**src/rtl/timer_pkg.sv**
```systemverilog
`default_nettype none
// +----------------------------------------------------------------------------+
// | Package     : timer_pkg                                                    |
// | Description : Shared register map, STATUS field layout and enums for the   |
// |               timer peripheral and its bus masters (timer, timer_sched).   |
// | Revision    : 1.0  initial release                                         |
// +----------------------------------------------------------------------------+
package timer_pkg;

  // Register offsets relative to the timer base address
  localparam int TIMER_OFS_STATUS  = 0;
  localparam int TIMER_OFS_GOAL    = 1;
  localparam int TIMER_OFS_CURRENT = 2;

  // STATUS register bit positions
  localparam int TIMER_STATUS_START     = 0;
  localparam int TIMER_STATUS_STOP      = 1;
  localparam int TIMER_STATUS_STATE_LSB = 2;

  // Width of the STATUS state field
  localparam int CTR_STATE_LEN = 2;

  typedef enum logic [CTR_STATE_LEN-1:0] {
    CTR_IDLE     = 2'd0,
    CTR_RUNNING  = 2'd1,
    CTR_COMPLETE = 2'd2
  } e_ctr_state;

  typedef enum logic {
    RW_READ  = 1'b0,
    RW_WRITE = 1'b1
  } e_rw;

endpackage
`default_nettype wire

```
**src/rtl/timer_apb_xfer.sv**
```systemverilog
`default_nettype none
// +----------------------------------------------------------------------------+
// | Module      : timer_apb_xfer                                               |
// | Description : Single-transfer APB-style bus master. A start pulse while    |
// |               idle launches one SETUP/ACCESS transfer; xfer_done pulses    |
// |               in the cycle after the ready cycle, with rdata_q/err_q valid.|
// | Revision    : 1.0  initial release                                         |
// +----------------------------------------------------------------------------+
// | Ports                                                                      |
// |   clk, reset(active-low, async)                                            |
// |   start, rw, addr, wdata     : transfer request (accepted only when idle)  |
// |   busy, xfer_done            : engine status / one-cycle completion        |
// |   rdata_q, err_q             : data and slave error captured with ready    |
// |   bus_*                      : bus master signals toward the slave         |
// +----------------------------------------------------------------------------+
module timer_apb_xfer
  import timer_pkg::*;
#(
  parameter int addrWidth = 32,
  parameter int dataWidth = 8
) (
  input  logic                 clk,
  input  logic                 reset,
  input  logic                 start,
  input  e_rw                  rw,
  input  logic [addrWidth-1:0] addr,
  input  logic [dataWidth-1:0] wdata,
  output logic                 busy,
  output logic                 xfer_done,
  output logic [dataWidth-1:0] rdata_q,
  output logic                 err_q,
  output logic                 bus_sel,
  output logic                 bus_enable,
  output logic                 bus_write,
  output logic [addrWidth-1:0] bus_addr,
  output logic [dataWidth-1:0] bus_wdata,
  input  logic [dataWidth-1:0] bus_rdata,
  input  logic                 bus_ready,
  input  logic                 bus_slverr
);

  typedef enum logic [1:0] {
    X_IDLE   = 2'd0,
    X_SETUP  = 2'd1,
    X_ACCESS = 2'd2
  } e_xfer_phase;

  e_xfer_phase          phase_q, phase_d;
  logic [addrWidth-1:0] addr_q, addr_d;
  logic [dataWidth-1:0] wdata_q, wdata_d;
  logic                 write_q, write_d;
  logic [dataWidth-1:0] rdata_d;
  logic                 err_d;
  logic                 done_q, done_d;

  always_comb begin
    phase_d = phase_q;
    addr_d  = addr_q;
    wdata_d = wdata_q;
    write_d = write_q;
    rdata_d = rdata_q;
    err_d   = err_q;
    done_d  = 1'b0;
    case (phase_q)
      X_IDLE: begin
        // Request fields are captured here so they stay stable for the
        // whole transfer regardless of what the requester does afterwards.
        if (start) begin
          phase_d = X_SETUP;
          addr_d  = addr;
          wdata_d = wdata;
          write_d = (rw == RW_WRITE);
        end
      end
      X_SETUP: phase_d = X_ACCESS;
      X_ACCESS: begin
        if (bus_ready) begin
          phase_d = X_IDLE;
          done_d  = 1'b1;
          rdata_d = bus_rdata;
          err_d   = bus_slverr;
        end
      end
      default: phase_d = X_IDLE;
    endcase
  end

  always_ff @(posedge clk or negedge reset) begin
    if (!reset) begin
      phase_q <= X_IDLE;
      addr_q  <= '0;
      wdata_q <= '0;
      write_q <= 1'b0;
      rdata_q <= '0;
      err_q   <= 1'b0;
      done_q  <= 1'b0;
    end else begin
      phase_q <= phase_d;
      addr_q  <= addr_d;
      wdata_q <= wdata_d;
      write_q <= write_d;
      rdata_q <= rdata_d;
      err_q   <= err_d;
      done_q  <= done_d;
    end
  end

  assign busy       = (phase_q != X_IDLE);
  assign xfer_done  = done_q;
  assign bus_sel    = (phase_q != X_IDLE);
  assign bus_enable = (phase_q == X_ACCESS);
  assign bus_write  = write_q;
  assign bus_addr   = addr_q;
  assign bus_wdata  = wdata_q;

endmodule
`default_nettype wire

```
**src/rtl/timer_sched.sv**
```systemverilog
`default_nettype none
// +----------------------------------------------------------------------------+
// | Module      : timer_sched                                                  |
// | Description : Round-robin scheduler sharing one timer peripheral among     |
// |               NREQ requesters. Programs goal, starts the counter, polls    |
// |               STATUS until COMPLETE and pulses done[grant] (err on fault). |
// | Config      : TIMER_SCHED_WATCHDOG_EN - abort after 2^timerbits+4          |
// |               consecutive non-COMPLETE polls (writes START|STOP, err=1).   |
// | Revision    : 1.0  initial release                                         |
// +----------------------------------------------------------------------------+
// | Ports                                                                      |
// |   clk, reset(active-low, async)                                            |
// |   req[NREQ], req_ticks[NREQ*timerbits] : requests and per-requester goals  |
// |   done[NREQ], err, busy                : completion / error / job active   |
// |   sel, enable, write, addr, wdata      : bus master outputs                |
// |   rdata, ready, slverr                 : bus slave responses               |
// +----------------------------------------------------------------------------+
module timer_sched
  import timer_pkg::*;
#(
  parameter int                   NREQ          = 4,
  parameter int                   timerbits     = 8,
  parameter int                   addrWidth     = 32,
  parameter logic [addrWidth-1:0] timerBaseAddr = '0,
  parameter int                   POLL_GAP      = 2
) (
  input  logic                      clk,
  input  logic                      reset,
  input  logic [NREQ-1:0]           req,
  input  logic [NREQ*timerbits-1:0] req_ticks,
  output logic [NREQ-1:0]           done,
  output logic                      err,
  output logic                      busy,
  output logic                      sel,
  output logic                      enable,
  output logic                      write,
  output logic [addrWidth-1:0]      addr,
  output logic [timerbits-1:0]      wdata,
  input  logic [timerbits-1:0]      rdata,
  input  logic                      ready,
  input  logic                      slverr
);

  localparam int GW = $clog2(NREQ);
  localparam logic [addrWidth-1:0] ADDR_STATUS = timerBaseAddr + addrWidth'(TIMER_OFS_STATUS);
  localparam logic [addrWidth-1:0] ADDR_GOAL   = timerBaseAddr + addrWidth'(TIMER_OFS_GOAL);
  localparam logic [timerbits-1:0] WDATA_START = timerbits'(1 << TIMER_STATUS_START);
  localparam logic [3:0]           GAP_LAST    = 4'((POLL_GAP > 0) ? POLL_GAP - 1 : 0);
`ifdef TIMER_SCHED_WATCHDOG_EN
  localparam logic [timerbits-1:0] WDATA_STOP  =
    timerbits'((1 << TIMER_STATUS_START) | (1 << TIMER_STATUS_STOP));
  localparam int                   WDW         = timerbits + 2;
  localparam logic [WDW-1:0]       WD_LAST     = WDW'((1 << timerbits) + 3);
`endif

  typedef enum logic [2:0] {
    S_IDLE      = 3'd0,
    S_ARB       = 3'd1,
    S_WR_GOAL   = 3'd2,
    S_WR_START  = 3'd3,
    S_POLL_WAIT = 3'd4,
    S_POLL_RD   = 3'd5,
    S_WD_STOP   = 3'd6,
    S_DONE      = 3'd7
  } e_sched_state;

  e_sched_state   state_q, state_d;
  logic [GW-1:0]  grant_q, grant_d;
  logic [GW-1:0]  last_grant_q, last_grant_d;
  logic           job_err_q, job_err_d;
  logic [3:0]     gap_cnt_q, gap_cnt_d;
`ifdef TIMER_SCHED_WATCHDOG_EN
  logic [WDW-1:0] poll_cnt_q, poll_cnt_d;
`endif

  // Transfer engine request/response
  logic                 x_start;
  e_rw                  x_rw;
  logic [addrWidth-1:0] x_addr;
  logic [timerbits-1:0] x_wdata;
  logic                 x_busy;
  logic                 x_done;
  logic [timerbits-1:0] x_rdata;
  logic                 x_err;

  logic                     enter_poll;
  logic                     issue_poll;
  logic                     arb_found;
  logic [GW-1:0]            arb_idx;
  logic [timerbits-1:0]     arb_ticks;
  logic [timerbits-1:0]     ticks_arr [NREQ];
  logic [CTR_STATE_LEN-1:0] poll_state;
  logic                     unused_rdata_bits;

  for (genvar gi = 0; gi < NREQ; gi++) begin : g_ticks_unpack
    assign ticks_arr[gi] = req_ticks[gi*timerbits +: timerbits];
  end

  assign poll_state        = x_rdata[TIMER_STATUS_STATE_LSB +: CTR_STATE_LEN];
  assign unused_rdata_bits = ^x_rdata;

  // Round robin: scan from last_grant+1 upward, wrapping, first hit wins.
  always_comb begin
    int cand;
    arb_found = 1'b0;
    arb_idx   = '0;
    for (int k = 1; k <= NREQ; k++) begin
      cand = int'(last_grant_q) + k;
      if (cand >= NREQ) cand = cand - NREQ;
      if (!arb_found && req[GW'(cand)]) begin
        arb_found = 1'b1;
        arb_idx   = GW'(cand);
      end
    end
  end

  assign arb_ticks = ticks_arr[arb_idx];

  // Each bus state is entered together with the engine start pulse, so the
  // transfer's SETUP cycle is the first cycle spent in that state and the
  // state is left in the xfer_done cycle (3 cycles per zero-wait transfer).
  // The engine's write-data register holds the latched goal for the job.
  always_comb begin
    state_d      = state_q;
    grant_d      = grant_q;
    last_grant_d = last_grant_q;
    job_err_d    = job_err_q;
    gap_cnt_d    = gap_cnt_q;
`ifdef TIMER_SCHED_WATCHDOG_EN
    poll_cnt_d   = poll_cnt_q;
`endif
    x_start      = 1'b0;
    x_rw         = RW_WRITE;
    x_addr       = ADDR_GOAL;
    x_wdata      = arb_ticks;
    enter_poll   = 1'b0;
    issue_poll   = 1'b0;

    case (state_q)
      S_IDLE: begin
        if (|req) state_d = S_ARB;
      end
      S_ARB: begin
        if (!arb_found) begin
          state_d = S_IDLE;
        end else begin
          grant_d   = arb_idx;
          job_err_d = 1'b0;
`ifdef TIMER_SCHED_WATCHDOG_EN
          poll_cnt_d = '0;
`endif
          if (arb_ticks == '0) begin
            state_d = S_DONE;
          end else begin
            state_d = S_WR_GOAL;
            x_start = 1'b1;
          end
        end
      end
      S_WR_GOAL: begin
        if (x_done) begin
          if (x_err) begin
            job_err_d = 1'b1;
            state_d   = S_DONE;
          end else begin
            state_d = S_WR_START;
            x_start = 1'b1;
            x_addr  = ADDR_STATUS;
            x_wdata = WDATA_START;
          end
        end
      end
      S_WR_START: begin
        if (x_done) begin
          if (x_err) begin
            job_err_d = 1'b1;
            state_d   = S_DONE;
          end else begin
            enter_poll = 1'b1;
          end
        end
      end
      S_POLL_WAIT: begin
        if (gap_cnt_q == GAP_LAST) begin
          if (!x_busy) issue_poll = 1'b1;
        end else begin
          gap_cnt_d = gap_cnt_q + 4'd1;
        end
      end
      S_POLL_RD: begin
        if (x_done) begin
          if (x_err) begin
            job_err_d = 1'b1;
            state_d   = S_DONE;
          end else if (poll_state == CTR_COMPLETE) begin
            state_d = S_DONE;
          end else if (poll_state == CTR_STATE_LEN'(3)) begin
            // Undefined state encoding: report the job as failed
            job_err_d = 1'b1;
            state_d   = S_DONE;
          end else begin
`ifdef TIMER_SCHED_WATCHDOG_EN
            poll_cnt_d = poll_cnt_q + 1'b1;
            if (poll_cnt_q == WD_LAST) begin
              state_d = S_WD_STOP;
              x_start = 1'b1;
              x_addr  = ADDR_STATUS;
              x_wdata = WDATA_STOP;
            end else begin
              enter_poll = 1'b1;
            end
`else
            enter_poll = 1'b1;
`endif
          end
        end
      end
`ifdef TIMER_SCHED_WATCHDOG_EN
      S_WD_STOP: begin
        if (x_done) begin
          job_err_d = 1'b1;
          state_d   = S_DONE;
        end
      end
`endif
      S_DONE: begin
        last_grant_d = grant_q;
        state_d      = S_IDLE;
      end
      default: state_d = S_IDLE;
    endcase

    // With no gap configured the status read is issued back-to-back.
    if (enter_poll) begin
      if (POLL_GAP == 0) begin
        issue_poll = 1'b1;
      end else begin
        state_d   = S_POLL_WAIT;
        gap_cnt_d = '0;
      end
    end
    if (issue_poll) begin
      state_d = S_POLL_RD;
      x_start = 1'b1;
      x_rw    = RW_READ;
      x_addr  = ADDR_STATUS;
      x_wdata = '0;
    end
  end

  always_ff @(posedge clk or negedge reset) begin
    if (!reset) begin
      state_q      <= S_IDLE;
      grant_q      <= '0;
      last_grant_q <= GW'(NREQ - 1);
      job_err_q    <= 1'b0;
      gap_cnt_q    <= '0;
    end else begin
      state_q      <= state_d;
      grant_q      <= grant_d;
      last_grant_q <= last_grant_d;
      job_err_q    <= job_err_d;
      gap_cnt_q    <= gap_cnt_d;
    end
  end

`ifdef TIMER_SCHED_WATCHDOG_EN
  always_ff @(posedge clk or negedge reset) begin
    if (!reset) poll_cnt_q <= '0;
    else        poll_cnt_q <= poll_cnt_d;
  end
`endif

  assign done = (state_q == S_DONE) ? (NREQ'(1) << grant_q) : '0;
  assign err  = (state_q == S_DONE) && job_err_q;
  assign busy = (state_q != S_IDLE);

  timer_apb_xfer #(
    .addrWidth (addrWidth),
    .dataWidth (timerbits)
  ) u_xfer (
    .clk        (clk),
    .reset      (reset),
    .start      (x_start),
    .rw         (x_rw),
    .addr       (x_addr),
    .wdata      (x_wdata),
    .busy       (x_busy),
    .xfer_done  (x_done),
    .rdata_q    (x_rdata),
    .err_q      (x_err),
    .bus_sel    (sel),
    .bus_enable (enable),
    .bus_write  (write),
    .bus_addr   (addr),
    .bus_wdata  (wdata),
    .bus_rdata  (rdata),
    .bus_ready  (ready),
    .bus_slverr (slverr)
  );

endmodule
`default_nettype wire

```
**config.mk**
```make
export PLATFORM = sky130hd
export DESIGN_NAME = timer_sched
export DESIGN_NICKNAME = d
export VERILOG_FILES = /design/src/rtl/timer_pkg.sv /design/src/rtl/timer_apb_xfer.sv /design/src/rtl/timer_sched.sv
export SDC_FILE = /design/constraint.sdc
export NUM_CORES = 1
export LEC_CHECK = 0
export ABC_AREA = 1
export ABC_CLOCK_PERIOD_IN_PS = 4100
export CORE_UTILIZATION = 54
export DETAILED_ROUTE_END_ITERATION = 12
export GPL_TIMING_DRIVEN = 0
export HOLD_SLACK_MARGIN = 0.08
export PLACE_DENSITY = 0.88
export RECOVER_POWER = 50
export SLEW_MARGIN = 25
export SYNTH_ARGS = -nofsm -noshare
export SYNTH_HDL_FRONTEND = slang
export SYNTH_HIERARCHICAL = 1
export SYNTH_SLANG_ARGS = --single-unit
```
**constraint.sdc**
```tcl
create_clock -name clk -period 4.1 [get_ports clk]
set_input_delay 0.82 -clock clk [delete_from_list [all_inputs] [get_ports clk]]
set_output_delay 0.82 -clock clk [all_outputs]
set_load 0.05 [all_outputs]
```
Word-level counts from Yosys, hierarchy flattened
Index checks and enable logic that the tools add are counted.
{"block": "totals", "register_bits": 61, "out_inout_bits": 49}
{"block": "classes", "addsub": 9, "n_lt_le_gt_ge": 9, "eq_ne": 27, "shift": 1, "muxes": 81, "bitwise": 1, "n_reduce_logical": 23}
{"cell": "two-way mux 8 bit", "n": 6}
{"cell": "two-way mux 3 bit", "n": 13}
{"cell": "two-way mux 1 bit", "n": 37}
{"cell": "two-way mux 32 bit", "n": 1}
{"cell": "two-way mux 2 bit", "n": 10}
{"cell": "case mux 3 bit (6 select lines)", "n": 1}
{"cell": "binary-select mux 8 bit (select 2 bit)", "n": 1}
{"cell": "less-than comparator 2 x 4 -> 1 bit (second input constant)", "n": 4}
{"cell": "two-way mux 4 bit", "n": 4}
{"cell": "!= test 4 x 3 -> 1 bit (second input constant)", "n": 4}
{"cell": "AND reduction 7 bit", "n": 2}
{"cell": ">= comparator 3 bit (second input constant)", "n": 4}
{"cell": "!= test 2 x 1 -> 1 bit (second input constant)", "n": 5}
{"cell": "AND reduction 2 bit", "n": 5}
{"cell": "equality test 3 bit (second input constant)", "n": 3}
{"cell": "binary-select mux 1 bit (select 2 bit)", "n": 4}
{"cell": "logical NOT 8 bit", "n": 1}
{"cell": "subtractor 2 x 1 -> 2 bit (second input constant)", "n": 4}
{"cell": "adder 2 x 2 -> 3 bit (second input constant)", "n": 2}
{"cell": "equality test 2 bit (second input constant)", "n": 3}
{"cell": "equality test 3 x 2 -> 1 bit (second input constant)", "n": 2}
{"cell": "!= test 3 x 2 -> 1 bit (second input constant)", "n": 2}
{"cell": "!= test 6 x 5 -> 1 bit (second input constant)", "n": 1}
{"cell": "case mux 2 bit (3 select lines)", "n": 1}
{"cell": "other kinds (22)", "n": 31}

Longest topological paths before layout
{"block": "logic_depth", "word_depth": 27, "depth_mapped": 23, "mapped_depth_nobuf": 20}

By module
The synthesis kept the hierarchy.
{"module": "timer_apb_xfer", "n_inst": 1, "cells_per_inst": 230, "area_each_um2": 2112.0, "seq_area_each_um2": 1326.3}
{"module": "timer_sched", "n_inst": 1, "cells_per_inst": 241, "area_each_um2": 1402.6, "seq_area_each_um2": 302.8}

Least setup slack after synthesis
OpenSTA, ideal clock, no wires.
{"block": "synth_path", "path_kind": "register to output", "startpoint": "reg state_q[2]", "endpoint": "out done[0]", "arrival_ns": 1.968, "required_ns": 3.280, "path_slack_ns": 1.312, "stages_incl_launch_ff": 5, "cell_sequence": "dfrtp_1 > inv_1 > nor3_1 > inv_1 > nor3_1"}
{"block": "synth_between", "elab_chain_len": 2}
{"item": "from (decl)", "line": "timer_sched.sv:67", "rtl": "e_sched_state state_q, state_d;"}
{"item": "from (signal assigned)", "line": "timer_sched.sv:259", "rtl": "state_q <= state_d;"}
{"item": "equality test 3 bit", "line": "timer_sched.sv:274", "rtl": "assign done = (state_q == S_DONE) ? (NREQ'(1) << grant_q) : '0;"}
{"item": "two-way mux 4 bit", "line": "timer_sched.sv:274"}
{"item": "to (decl)", "line": "timer_sched.sv:31", "rtl": "output logic [NREQ-1:0] done,"}
Every way passes these cells.

Worst setup path in the final report
{"block": "layout_path", "startpoint": "in req[3]", "endpoint": "reg u_xfer.wdata_q[4] (netlist: u_xfer/bus_wdata[4])"}
{"block": "layout_between", "elab_chain_len": 23, "word_cells_on_any_way": 40}
{"item": "from (decl)", "line": "timer_sched.sv:29", "rtl": "input logic [NREQ-1:0] req,"}
{"item": "binary-select mux 1 bit (select 2 bit)", "line": "timer_sched.sv:110", "rtl": "if (!arb_found && req[GW'(cand)]) begin"}
{"item": "two-way mux 1 bit (not written as such) (2 in series)", "line": "timer_sched.sv:110"}
{"item": "two-way mux 1 bit", "line": "timer_sched.sv:110"}
{"item": "logical NOT 1 bit", "line": "timer_sched.sv:110"}
{"item": "logical AND 1 bit", "line": "timer_sched.sv:110"}
{"item": "two-way mux 1 bit", "line": "timer_sched.sv:110"}
{"item": "logical NOT 1 bit", "line": "timer_sched.sv:110"}
{"item": "logical AND 1 bit", "line": "timer_sched.sv:110"}
{"item": "[... 6 more ...]"}
{"item": "two-way mux 8 bit (not written as such) (2 in series)", "line": "timer_sched.sv:117", "rtl": "assign arb_ticks = ticks_arr[arb_idx];"}
{"item": "logical NOT 8 bit", "line": "timer_sched.sv:152", "rtl": "if (arb_ticks == '0) begin"}
{"item": "two-way mux 1 bit", "line": "timer_sched.sv:152"}
{"item": "two-way mux 1 bit *", "line": "timer_sched.sv:144", "rtl": "if (!arb_found) begin"}
{"item": "case mux 1 bit (2 select lines) *", "line": "timer_sched.sv:139", "rtl": "case (state_q)"}
{"item": "two-way mux 1 bit *", "line": "timer_sched.sv:242", "rtl": "if (issue_poll) begin"}
{"item": "named net x_start", "line": "timer_sched.sv:77", "rtl": "logic x_start;"}
{"item": "AND reduction 2 bit (no line) *"}
{"item": "to (signal assigned)", "line": "timer_apb_xfer.sv:100", "rtl": "wdata_q <= wdata_d;"}
{"item": "to (decl)", "line": "timer_apb_xfer.sv:50", "rtl": "logic [dataWidth-1:0] wdata_q, wdata_d;"}
Mark *: on every way through the listed nets, which the timed path passes. The rest lies on a longest branch. The select of a mux whose other input is x is not followed.
A chain may end at the register's enable or synchronous reset.

==> summary.md <==
| Metric | Value |
|---|---|
| Status | `finished, final reports clean` |
| Flop2flop setup slack | `0.99 ns` |
| Post-route clock period utilization | `between 80 and 90%` |
| CTS hold repair buffers | `0` |
| Number of diodes | `0` |
| Minimum clock period | `3.50 ns` |
| Initial Util | `55.8%` |
| Slew @ Worst Pin | `0.649 ns` |
| Clock sinks | `slightly below 60` |
| DRC | `0` |
| RSZ-0062 raised after global routing | `false` |
| Arrival time worst endpoint | `between 3 and 4 ns` |
| Worst Hold Class | `input port to async pin` |
| Reg-to-reg endpoint | `u_xfer/bus_wdata[7]` |
| Largest net degree at the start of global routing | `between 50 and 60` |
| Final Hold Viols | `0` |
| Area delta synth->final | `38.6%` |
| Worst Skew | `around 0.012 ns` |
| # IOs | `97` |
| Post-layout util | `about 77%` |
| DRT met1 WL | `3510 um` |
| Num rows | `28` |
| Final HPWL DP | `about 6300 um` |
| CTS Root Cell | `clkbuf_8` |
| Synth Warn # | `6` |
| CP Capture Point | `u_xfer/bus_wdata[4]` |
| Vias per cell | `approximately 5` |
| Final setup vio count | `0` |
| Slew margin rel. | `56.6%` |
| Synth Area per Inst | `~7.3 um^2` |
| Startpoint types | `input port` |
| Grt total ovfl | `0` |
| Vias in the first global route | `3156` |
| Met3 WL post-DR | `around 660 um` |
| R2R depth | `21` |
| Worst setup path start | `req[3]` |
| Setup CP Type | `input port to flop` |
| Worst-path clk slew | `about 0.070 ns` |
| Cell count after placement | `643` |
| Post-Route WL | `~8400 um` |
| DIE AREA | `~0.0064 mm^2` |
| Chip width | `between 70 and 80 um` |
| Fin cells | `about 660` |
| Maximum clock path buffer count | `2` |
| Fmax | `about 0.29 GHz` |
| Total setup buffers inserted after CTS | `0` |
| DR vias | `around 3300` |
| Cts repair resizes | `0` |
| Worst R2R Start | `last_grant_q[0]` |
| Clk_lat worst skew | `approximately 0.34 ns` |
| Total GRT Usage | `between 20% and 30%` |
| Inserted Clock Buffers | `9` |
| Final net count | `roughly 630` |
| DR iter-0 viols | `160` |
| Data required time of the critical path | `roughly 4.3 ns` |
| Drt wl/cell | `about 13 um` |
| First-pass GRT wire length | `14000 um` |
| Die Ht | `80.0 um` |
| Setup TNS | `0 ns` |
| CP Max Fanout | `10` |
| ANT nets after route | `0` |
| Core area | `0.00589 mm^2` |
| Pins over their slew limit | `0` |
| Hold slack final | `0.417 ns` |
| First-pass DRT Iterations | `4` |
| Port-buffer cells | `90` |
| Crit path capture type | `flop` |
| Layout cells sized above 1 | `roughly a tenth` |
| CTS tree | `built` |
| Initial antenna violation count | `0` |
| Final GP Congestion | `0.920` |
| Top Metal Used | `met4` |
| Synth Instances | `447` |
| Met2 WL | `just over 4000 um` |
| Max Cap Viol | `0` |
| Mapped cell area | `approximately 0.0033 mm^2` |
| Htree depth | `3` |
[worst max-delay path: stages]
cell and delay [ns]:
dlygate4sd3_1 0.58, inv_1 0.09, nand4_1 0.22, nand2_1 0.19
nand3_4 0.13, nand2_1 0.27, buf_6 0.19, nand2_1 0.06
nand3_1 0.07, nand2_1 0.09, nand2_1 0.10, nor2_2 0.04
nand2_1 0.05, nand2_1 0.04, nand2_1 0.05, clkbuf_1 0.25
nand2_2 0.15, buf_2 0.21, nand2_1 0.07, nand2_1 0.05
[worst min-delay path by stage]
| stage | from | endpoint | slack (ns) |
|---|---|---|---|
| 6_report | reset | u_xfer/bus_addr[5] | 0.42 |
| 4_1_cts | reset | u_xfer/bus_wdata[6] | 0.28 |
| 2_1_floorplan | u_xfer/rdata_q[2] | u_xfer/rdata_q[2] | 0.44 |
| 3_3_place_gp | u_xfer/bus_addr[23] | u_xfer/bus_addr[23] | 0.45 |
| 5_1_grt | reset | u_xfer/bus_addr[4] | 0.43 |
| 3_5_place_dp | u_xfer/bus_wdata[3] | u_xfer/bus_wdata[3] | 0.46 |
[sequential cells by signal, indices dropped and copies added, names as in the netlist]
name	cells
gap_cnt_q	4
grant_q	2
job_err_q	1
last_grant_q	2
state_q	3
u_xfer/bus_addr	32
u_xfer/bus_wdata	8
u_xfer/bus_write	1
u_xfer/err_q	1
u_xfer/phase_q	2
u_xfer/rdata_q	2
u_xfer/xfer_done	1
[cell usage in the layout (no fill, tap or decap), types with 2 or more instances in the layout]
cell type / count
nand2_1: 166
nand3_1: 83
clkdlybuf4s50_1: 78
dfrtp_1: 57
inv_1: 33
conb_1: 31
nor2_1: 25
nand2_2: 14
buf_2: 12
dlygate4sd3_1: 11
o21ai_0: 10
clkbuf_8: 9
nand4_1: 8
a21oi_1: 5
clkbuf_1: 4
buf_4: 4
nor3_1: 3
inv_2: 3
nand2_4: 3
clkinv_2: 3
buf_6: 2
nor2_2: 2
ha_1: 2
dfstp_2: 2
[metal layers]
| layer | vias up | track usage [%] |
|---|---|---|
| li1 | 1664 | - |
| met4 | 0 | 9.82 |
| met5 | - | 0 |
| met2 | 97 | 48.6 |
| met3 | 10 | 9.37 |
| met1 | 1511 | 33.4 |
[cell type report]
| class | count | area [um^2] |
|---|---|---|
| multi-input combinational | 361 | 1630 |
| sequential | 59 | 1480 |
| fill | 470 | 1340 |
| timing repair buffer | 91 | 922 |
| inverter | 37 | 141 |
| clock buffer | 10 | 128 |
| buffer | 20 | 120 |
| tap | 75 | 93.8 |
| clock inverter | 5 | 31.3 |
[metrics by stage]
| stage | cell area, um^2 | worst slack [ns] |
|---|---|---|
| global placement | 4390 | 0.365 |
| CTS | 4570 | 0.853 |
| floorplan | 3390 | 1.31 |
| global route | 4550 | 0.329 |
| detailed placement | 4410 | 0.531 |
| finish | 4550 | 0.599 |
Power is not shown: default switching activity piles up to over one toggle a cycle in this logic, so the estimate is an artifact.
